===== src/rtl/axi4_lite_read_master_engine.sv =====
// -----------------------------------------------------------------------------
// axi4_lite_read_master_engine
//
// Purpose:
//   AXI4-Lite read master with one read in flight at a time. It takes a request
//   (address, protection) from a request source, issues it on the AR channel,
//   captures the single R beat and returns the data and response. A request
//   whose address is outside [MIN_ADDRESS, MAX_ADDRESS] is answered locally
//   with DECERR and is never put on the bus.
//
// Optional feature (macro AXI4LITE_READ_TIMEOUT_EN):
//   The R wait is bounded by TIMEOUT_CYCLES. On expiry the engine answers
//   SLVERR and remembers ("drain") that the slave still owes one beat. That
//   beat is swallowed in IDLE before any new request is accepted. Without the
//   macro, DATA waits indefinitely and drain is tied to 0.
//
// Ports:
//   aclk, areset          clock; synchronous active-high reset
//   req_valid/req_ready   request handshake; req_addr, req_prot are the payload
//   rsp_valid/rsp_ready   response handshake; rsp_data, rsp_resp are the payload
//   araddr, arprot,
//   arvalid, arready      AXI4-Lite read address channel
//   rvalid, rready,
//   rdata, rresp          AXI4-Lite read data channel
//   busy                  transaction in progress or orphan beat pending
// -----------------------------------------------------------------------------
module axi4_lite_read_master_engine #(
    parameter int                         ADDRESS_WIDTH  = 32,
    parameter int                         DATA_WIDTH     = 32,
    parameter logic [ADDRESS_WIDTH-1:0]   MIN_ADDRESS    = 32'h0000_0000,
    parameter logic [ADDRESS_WIDTH-1:0]   MAX_ADDRESS    = 32'hFFFF_FFFF,
    parameter int                         TIMEOUT_CYCLES = 256
) (
    input  logic                      aclk,
    input  logic                      areset,
    input  logic                      req_valid,
    output logic                      req_ready,
    input  logic [ADDRESS_WIDTH-1:0]  req_addr,
    input  logic [2:0]                req_prot,
    output logic                      rsp_valid,
    input  logic                      rsp_ready,
    output logic [DATA_WIDTH-1:0]     rsp_data,
    output logic [1:0]                rsp_resp,
    output logic [ADDRESS_WIDTH-1:0]  araddr,
    output logic [2:0]                arprot,
    output logic                      arvalid,
    input  logic                      arready,
    input  logic                      rvalid,
    output logic                      rready,
    input  logic [DATA_WIDTH-1:0]     rdata,
    input  logic [1:0]                rresp,
    output logic                      busy
);

    typedef enum logic [1:0] {
        ST_IDLE = 2'd0,
        ST_ADDR = 2'd1,
        ST_DATA = 2'd2,
        ST_RESP = 2'd3
    } state_t;

    localparam logic [1:0] RESP_SLVERR = 2'b10;
    localparam logic [1:0] RESP_DECERR = 2'b11;

    state_t                     state_r;
    logic [ADDRESS_WIDTH-1:0]   araddr_r;
    logic [2:0]                 arprot_r;
    logic                       arvalid_r;
    logic                       rready_r;
    logic                       rsp_valid_r;
    logic [DATA_WIDTH-1:0]      rsp_data_r;
    logic [1:0]                 rsp_resp_r;
    logic                       drain_s;
    logic                       lo_ok_s;
    logic                       hi_ok_s;
    logic                       addr_ok_s;

    // A bound at the very end of the address space makes that compare constant,
    // so it is elaborated away instead of producing an always-true comparison.
    generate
        if (MIN_ADDRESS == {ADDRESS_WIDTH{1'b0}}) begin : g_lo_open
            assign lo_ok_s = 1'b1;
        end else begin : g_lo_cmp
            assign lo_ok_s = (req_addr >= MIN_ADDRESS);
        end
        if (MAX_ADDRESS == {ADDRESS_WIDTH{1'b1}}) begin : g_hi_open
            assign hi_ok_s = 1'b1;
        end else begin : g_hi_cmp
            assign hi_ok_s = (req_addr <= MAX_ADDRESS);
        end
    endgenerate

    assign addr_ok_s = lo_ok_s && hi_ok_s;

`ifdef AXI4LITE_READ_TIMEOUT_EN
    localparam int                CNT_W        = $clog2(TIMEOUT_CYCLES + 1);
    localparam logic [CNT_W-1:0]  TIMEOUT_LAST = CNT_W'(TIMEOUT_CYCLES - 1);

    logic [CNT_W-1:0] tmo_cnt_r;
    logic             drain_r;

    assign drain_s = drain_r;
`else
    assign drain_s = 1'b0;
`endif

    // A new request is only taken in IDLE once any orphan beat has been swallowed.
    assign req_ready = (state_r == ST_IDLE) && !drain_s;
    assign busy      = (state_r != ST_IDLE) || drain_s;

    assign araddr    = araddr_r;
    assign arprot    = arprot_r;
    assign arvalid   = arvalid_r;
    assign rready    = rready_r;
    assign rsp_valid = rsp_valid_r;
    assign rsp_data  = rsp_data_r;
    assign rsp_resp  = rsp_resp_r;

    // Transaction FSM; all bus and response outputs are registered here.
    always_ff @(posedge aclk) begin
        if (areset) begin
            state_r     <= ST_IDLE;
            araddr_r    <= {ADDRESS_WIDTH{1'b0}};
            arprot_r    <= 3'b000;
            arvalid_r   <= 1'b0;
            rready_r    <= 1'b0;
            rsp_valid_r <= 1'b0;
            rsp_data_r  <= {DATA_WIDTH{1'b0}};
            rsp_resp_r  <= 2'b00;
`ifdef AXI4LITE_READ_TIMEOUT_EN
            tmo_cnt_r   <= {CNT_W{1'b0}};
            drain_r     <= 1'b0;
`endif
        end else begin
            case (state_r)
                ST_IDLE: begin
`ifdef AXI4LITE_READ_TIMEOUT_EN
                    // The first beat seen while draining belongs to the timed-out read.
                    if (drain_r) begin
                        if (rvalid && rready_r) begin
                            drain_r  <= 1'b0;
                            rready_r <= 1'b0;
                        end else begin
                            rready_r <= 1'b1;
                        end
                    end else begin
                        rready_r <= 1'b0;
                    end
`endif
                    if (req_valid && req_ready) begin
                        if (addr_ok_s) begin
                            araddr_r  <= req_addr;
                            arprot_r  <= req_prot;
                            arvalid_r <= 1'b1;
                            state_r   <= ST_ADDR;
                        end else begin
                            rsp_data_r  <= {DATA_WIDTH{1'b0}};
                            rsp_resp_r  <= RESP_DECERR;
                            rsp_valid_r <= 1'b1;
                            state_r     <= ST_RESP;
                        end
                    end else begin
                        state_r <= ST_IDLE;
                    end
                end

                ST_ADDR: begin
                    // arvalid is high throughout ADDR, so arready alone completes AR.
                    if (arready) begin
                        arvalid_r <= 1'b0;
                        rready_r  <= 1'b1;
                        state_r   <= ST_DATA;
`ifdef AXI4LITE_READ_TIMEOUT_EN
                        tmo_cnt_r <= {CNT_W{1'b0}};
`endif
                    end else begin
                        state_r <= ST_ADDR;
                    end
                end

                ST_DATA: begin
                    if (rvalid && rready_r) begin
                        rsp_data_r  <= rdata;
                        rsp_resp_r  <= rresp;
                        rready_r    <= 1'b0;
                        rsp_valid_r <= 1'b1;
                        state_r     <= ST_RESP;
                    end else begin
`ifdef AXI4LITE_READ_TIMEOUT_EN
                        // This is the TIMEOUT_CYCLES-th DATA cycle without a beat.
                        if (tmo_cnt_r == TIMEOUT_LAST) begin
                            rsp_data_r  <= {DATA_WIDTH{1'b0}};
                            rsp_resp_r  <= RESP_SLVERR;
                            rready_r    <= 1'b0;
                            rsp_valid_r <= 1'b1;
                            drain_r     <= 1'b1;
                            state_r     <= ST_RESP;
                        end else begin
                            tmo_cnt_r <= tmo_cnt_r + CNT_W'(1);
                            state_r   <= ST_DATA;
                        end
`else
                        state_r <= ST_DATA;
`endif
                    end
                end

                ST_RESP: begin
                    if (rsp_ready) begin
                        rsp_valid_r <= 1'b0;
                        state_r     <= ST_IDLE;
`ifdef AXI4LITE_READ_TIMEOUT_EN
                        // Open the R channel immediately to catch the owed beat.
                        rready_r    <= drain_r;
`endif
                    end else begin
                        state_r <= ST_RESP;
                    end
                end

                default: begin
                    state_r     <= ST_IDLE;
                    arvalid_r   <= 1'b0;
                    rready_r    <= 1'b0;
                    rsp_valid_r <= 1'b0;
                end
            endcase
        end
    end

endmodule


===== config.mk =====
export PLATFORM = sky130hd
export DESIGN_NAME = axi4_lite_read_master_engine
export DESIGN_NICKNAME = d
export VERILOG_FILES = /design/src/rtl/axi4_lite_read_master_engine.sv
export SDC_FILE = /design/constraint.sdc
export NUM_CORES = 1
export LEC_CHECK = 0
export ABC_AREA = 1
export CORE_MARGIN = 2
export CORE_UTILIZATION = 30
export DETAILED_ROUTE_END_ITERATION = 10
export GPL_ROUTABILITY_DRIVEN = 1
export PLACE_DENSITY = 0.65
export SYNTH_ARGS = -nofsm -noshare
export SYNTH_HDL_FRONTEND = slang
export SYNTH_SLANG_ARGS = --single-unit

===== constraint.sdc =====
create_clock -name aclk -period 1.55 [get_ports aclk]
set_clock_uncertainty 0.05 [all_clocks]
set_input_delay 0.31 -clock aclk [delete_from_list [all_inputs] [get_ports aclk]]
set_output_delay 0.31 -clock aclk [all_outputs]
set_load 0.01 [all_outputs]

# Word-level counts from Yosys, hierarchy flattened
# Index checks and enable logic that the tools add are counted.
[totals]
elab_cells = 41
latch_bits = 0
mem_bits_rw = 0
romBits = 0
mem_count = 0
reg_bits = 74
[classes]
n_eq_ne = 7
n_reduce_logical = 12
muxes = 14
bitwise = 0
n_shift = 0
n_div = 0
add_sub_neg = 0
magnitude_cmp = 0
multipliers = 0
[ops]
columns = ["cell", "n"]
rows = [
  ["$reduce_and A3 Y1", 3],
  ["$mux W1", 8],
  ["$pmux W2 S4", 1],
  ["$reduce_bool A2 Y1", 4],
  ["$ne A2 B2 Y1 const B", 3],
  ["$pmux W1 S2", 3],
  ["$eq A2 B2 Y1 const B", 2],
  ["$mux W2", 2],
  ["$reduce_and A2 Y1", 2],
  ["$eq A2 B1 Y1 const B", 1],
  ["$logic_and A1 B1 Y1", 2],
  ["$logic_not A2 Y1", 1],
  ["$ne A2 B1 Y1 const B", 1],
]

# Longest topological paths before layout
# Gate-level depths: netlist (run 1).
[depth]
word_depth = 4
ltp_mapped = 7

# Least setup slack after synthesis (run 1)
# No wires, ideal clock.
[synth_path]
path_type = "register -> register"
start = "register state_r[1]"
end = "register araddr_r[10] (netlist: araddr[10])"
setup_slack_ps = 347
n_path_buf = 1
required_ps = 1384
synth_period_minus_slack_ps = 1203
path_stages_with_launch = 6
setup_time_ps = 116
arrival_ps = 1038
path_cell_list = "dfxtp_1 > nor2_2 > nand2_4 > buf_2 > o21ai_0 > nor2_1"
[synth_between]
elab_chain_len = 3
[synth_lines]
columns = ["element", "line", "source"]
rows = [
  ["start, declared", "65", "state_t state_r;"],
  ["start signal, assigned", "122", "state_r <= ST_IDLE;"],
  ["start signal, assigned", "155", "state_r <= ST_ADDR;"],
  ["start signal, assigned", "160", "state_r <= ST_RESP;"],
  ["$logic_not A2 Y1 (*)", "108", "assign req_ready = (state_r == ST_IDLE) && !drain_s;"],
  ["named net req_ready", "37", "output logic req_ready,"],
  ["$logic_and A1 B1 Y1", "150", "if (req_valid && req_ready) begin"],
  ["$reduce_and A2 Y1 (no line) (*)", "n/a", ""],
  ["end signal, assigned", "123", "araddr_r <= {ADDRESS_WIDTH{1'b0}};"],
  ["end signal, assigned", "152", "araddr_r <= req_addr;"],
  ["end, declared", "66", "logic [ADDRESS_WIDTH-1:0] araddr_r;"],
]
# Mark *: on every way through the listed nets, which the timed path passes. The rest lies on a longest branch.
# A chain may end at the register's enable or synchronous reset.

# Worst setup path in the final report (run 1)
[layout_path]
start = "register state_r[1]"
end = "output port busy"
[layout_between]
elab_chain_len = 1
[layout_lines]
columns = ["element", "line", "source"]
rows = [
  ["$reduce_bool A2 Y1", "109", "assign busy = (state_r != ST_IDLE) || drain_s;"],
  ["end, declared", "52", "output logic busy"],
]
# Every way passes these cells.

==> results of run 1 <==
[repair_timing]
action	CTS	global route
setup endpoints to repair	74	2
resized for setup	74	2
pin swaps	1	1
[worst max-delay path: stages (launching register included)]
cell and delay, ps:
dfxtp_2 340, nor2_4 130, inv_1 40, dlygate4sd2_1 270
[layout make-up]
type	instances	area, um^2	share of cell area
Inverter	8	32.5	0.00743
Clock buffer	12	155	0.0354
Tap cell	108	135	0.0309
Sequential cell	74	1480	0.339
Clock inverter	4	50.0	0.0114
Timing Repair Buffer	161	1550	0.354
Multi-Input combinational cell	228	973	0.222
[synthesized netlist by cell type]
| library cell | number |
|---|---|
| nor2_1 | 141 |
| nand2_4 | 1 |
| nand3_1 | 5 |
| dfxtp_1 | 74 |
| a21oi_1 | 4 |
| o21ai_0 | 37 |
| buf_1 | 1 |
| inv_1 | 5 |
| nor2_2 | 2 |
| inv_2 | 2 |
| buf_4 | 3 |
| o21ai_1 | 32 |
| clkbuf_2 | 1 |
| nand2_1 | 5 |
| inv_4 | 1 |
| nand2_2 | 1 |
| buf_6 | 7 |
| clkbuf_1 | 6 |
| buf_2 | 2 |
[power by group]
part	switching [uW]	internal (uW)
registers	50.1	2000
clock network	678	829
logic	308	384
total	1040	3220
[kinds of logic (layout without fill, tap and decap cells)]
kind of cell,after synthesis,count (layout),share of synthesized area
AO/OA/AOI/OAI,73,73,0.139
buffers and inverters,28,185,0.0667
flip-flops,74,74,0.564
AND/OR/NAND/NOR,155,155,0.230
[state kept, by name (all words and copies together), names as in the netlist]
| signal | count |
|---|---|
| rready | 1 |
| arprot | 3 |
| rsp_valid | 1 |
| rsp_data | 32 |
| rsp_resp | 2 |
| arvalid | 1 |
| araddr | 32 |
| state_r | 2 |
[metal layers]
metal	global-route usage	vias up
met2	0.256	93
met1	0.162	1147
met5	0	-
met4	0.0502	0
met3	0.0669	9
li1	-	1355
[worst min-delay path by stage]
stage / start / to / slack [ps] / cells past startpoint
floorplan: areset / arvalid / 330 / 1
detailed placement: arvalid / arvalid / 400 / 2
CTS: arvalid / arvalid / 410 / 2
finish: rsp_valid / rsp_valid / 410 / 2
global route: arvalid / arvalid / 430 / 2
global placement: arvalid / arvalid / 400 / 2
[per-stage QoR]
step / std cells / hold WS, ps / setup TNS, ps
after detailed placement: 579 / 403 / -90.5
after floorplan: 330 / 329 / 0
final: 595 / 409 / 0
after global routing: 595 / 433 / 0
after global placement: 579 / 398 / 0
after CTS: 595 / 411 / 0
==> results.ini, run 1 <==
[worst_setup_path]
crit_end=busy
cp-end-kind=primary output
arrival_ps=1120
cp.required_ps=1190
startpoint=state_r[1]
path_max_fanout=3
reg2reg_from=state_r[1]
regToRegSetupSlack_ps=270
critPathLaunchType=flop
r2r-end=araddr[30]
reg2regPathDepth=6
worstSetupPathType=reg2out

[route]
routed_wl_mm=7.14
dr_wl_met3_um=561
wl_per_cell_um=12.0
route.met2.wl_mm=3.45
ant_nets=0
num_vias=2604
via_per_inst=4.38
drtIter0Drc=80
met1_length_mm=3.03
highest_layer=met4
drc=0
dr.pass1.iters=5

[cts]
cts.sinks=74
cts_tree=built
clk_latency_ps=340
numCtsBuffers=9
cts-htree-levels=3
root_buffer=clkbuf_8
postCtsSetupRepairBufs=0
cts-hold-fix-buffers=0
path_clk_slew_ps=70
cts_buffer_depth=2

[final_layout]
final_area_um2=4380
final_layout_size_suffix_gt1_frac=0.0760
n_antenna_cell=0
final_common_cell=nor2_1
layout.nets=557
final_cell_mix=nor2_1 (141), clkdlybuf4s50_1 (74), dlygate4sd2_1 (74)
fin_util=0.509
syn_to_final_growth_pct=66.8
fill_cells=869

[floorplanning]
dieArea_um2=9510
core_um2=8590
die_w_um=97.5
start_util=0.305
die_h_um=97.5
pin_count=149
row_count=34

[synth]
synth_top_area_share=0.564
synth_area_per_cell_um2=7.95
synth_area_leaders=dfxtp_1 (56%), nor2_1 (20%), o21ai_0 (7.1%)
yosysWarnings=0
synthesis.area_um2=2630
syn_nets=405
netlist.top_cell.by_area=dfxtp_1
yosysSeqAreaShare=0.564
syn_inst=330
yosysUniqueCellTypes=19
yosys_register_bits=74

[power_and_ir_drop]
peakVddDrop_uv=490
p_leak_uw=0.00201
power.total_uw=4250
powerDensity_nw_per_um2=972

[timing]
worst_pin_slew_ps=359
fin_crit_ps=1480
rsz0062_at_grt=false
finalSetupViolCount=0
min_period_over_period=0.952
maxSlewHeadroom=0.761
hold_violations=0
slew_viol_final=0
setup_ws_ps=74.9
max_freq_mhz=678

[grt]
grt_pass1_vias=2479
grt_usage=0.149
grt_max_degree=39
grt_pass1_wl_mm=11.6
overflow=0
antenna_found_initial=0

[place]
io_buffers=148
dp_hpwl_mm=5.14
dpl_worst_slack_ps=-19.8
gp_congestion=0.740
placed_area_um2=4260

[job]
max_cap_violations=0

[min_path]
hp-class=reg2reg

[run_status]
outcome=completed

Note: power is estimated with default switching activity, not from simulation.
==> run 2, diff against run 1 <==
SLEW_MARGIN = 10   (was default)
==> results of run 2 <==
Same layout as run 1: the final DEF is identical, and so are final timing and power.
==> run 3, diff against run 2 <==
SKIP_CTS_REPAIR_TIMING = 1   (was default)
==> run 3 against run 2 <==
Die area is the same. Sequential power is essentially flat. Register-to-register slack is essentially flat. Worst hold slack is essentially flat. Combinational power grew 6.9%. Count of clock-buffer cells in the layout is the same. Sequential share of layout area shrank 2.0 points. Largest power group unchanged. First-iteration DRC count shrank 7.5%. Clock power is essentially flat. Global-route usage shrank 0.18 points. Non-clock buffer count is the same.
==> results.ini, run 3 (synthesis gave the netlist of run 1 again) <==
[run_status]
outcome=completed

[min_path]
holdPathStages=2
hp-class=reg2reg
min_to=arvalid
hold_path_startpoint=arvalid

[floorplanning]
start_util=0.305
die_w_um=97.5
pin_count=149
core_um2=8590
die_h_um=97.5
dieArea_um2=9510
row_count=34

[worst_setup_path]
regToRegSetupSlack_ps=270
r2r-end=state_r[0]
cp-end-kind=primary output
crit_path_top_delay_cell=dfxtp_2
path_cells=nor2_4 -> inv_1 -> dlymetal6s2s_1
slowest_delay_ps=340
arrival_ps=1000
worstSetupPathType=reg2out
reg2regPathDepth=6
cp.required_ps=1190
reg2reg_from=state_r[1]
critPathLaunchType=flop
path_max_fanout=3

[cts]
cts_buffer_depth=2
root_buffer=clkbuf_8
numCtsBuffers=9
path_clk_slew_ps=70
cts-htree-levels=3
cts.sinks=74
cts_tree=built
clk_latency_ps=340

[route]
drtIter0Drc=74
ant_nets=0
num_vias=2620
routed_wl_mm=7.33
wl_per_cell_um=12.3
via_per_inst=4.40
dr.pass1.iters=3
drc=0

[final_layout]
fill_cells=821
n_antenna_cell=0
fin_util=0.542
multi_input_area_um2=973
seq_area_um2=1480
layout.nets=557
final_layout_size_suffix_gt1_frac=0.0780
syn_to_final_growth_pct=77.4
final_common_cell=nor2_1
final_cell_mix=nor2_1 (141), clkdlybuf4s50_1 (74), dlymetal6s2s_1 (74)

[job]
max_cap_violations=0

[power_and_ir_drop]
p_leak_uw=0.00294
peakVddDrop_uv=501
powerDensity_nw_per_um2=925
power.total_uw=4310

[grt]
grt_usage=0.147
antenna_found_initial=0
grt_pass1_wl_mm=11.4
overflow=0
grt_pass1_vias=2459
grt_max_degree=39

[timing]
min_period_over_period=0.879
fin_crit_ps=1360
slew_viol_final=0
rsz0062_at_grt=false
max_freq_mhz=734
maxSlewHeadroom=0.761
worst_pin_slew_ps=359
hold_violations=0
finalSetupViolCount=0

[place]
gp_congestion=0.740
io_buffers=148
dp_hpwl_mm=5.14

-- run 3: changes by cell type in the layout (fill, tap and decap cells not counted), sizes merged --
| cell | change |
|---|---|
| dlygate4sd2 | -74 |
| dlymetal6s2s | +74 |
-- run 3: final cells by class --
cell class	instances	area share
clock buffer	12	0.0333
clock inverter	4	0.0107
inverter	8	0.00699
multi-input combinational	228	0.209
sequential	74	0.319
tap	108	0.0290
timing repair buffer	161	0.392
-- run 3: worst max path at each step --
stage | start | to
2_1_floorplan | state_r[1] | araddr[10]
3_3_place_gp | rvalid | rsp_data[0]
3_5_place_dp | rvalid | rsp_data[2]
4_1_cts | state_r[1] | req_ready
5_1_grt | state_r[1] | busy
6_report | state_r[1] | busy
-- run 3: per-layer routing --
metal	routed length, um	GRT usage
met5	0	0
met4	114	0.0502
met3	581	0.0662
met2	3540	0.251
met1	3100	0.161
-- run 3: power by group --
group	leakage (uW)	total, uW	internal, uW	switching [uW]
clock network	0.0000986	1510	829	681
registers	0.000606	2060	2010	50.7
logic	0.00223	740	429	310
-- run 3: worst max-delay path: cells and delay by family, from the launching register on --
kind	cells	cell delay (ps)
and+or+nand+nor	1	130
buffers and inverters	2	200
DFF	1	340
-- run 3: metrics by stage --
stage	setup TNS, ps	worst slack [ps]	std cells	hold slack [ps]	area, um^2
floorplan	0	347	330	329	2630
global placement	0	5.52	579	398	4260
detailed placement	-90.5	-19.8	579	403	4260
CTS	-4110	-229	595	414	4460
global route	0	120	595	433	4660
finish	0	187	595	409	4660
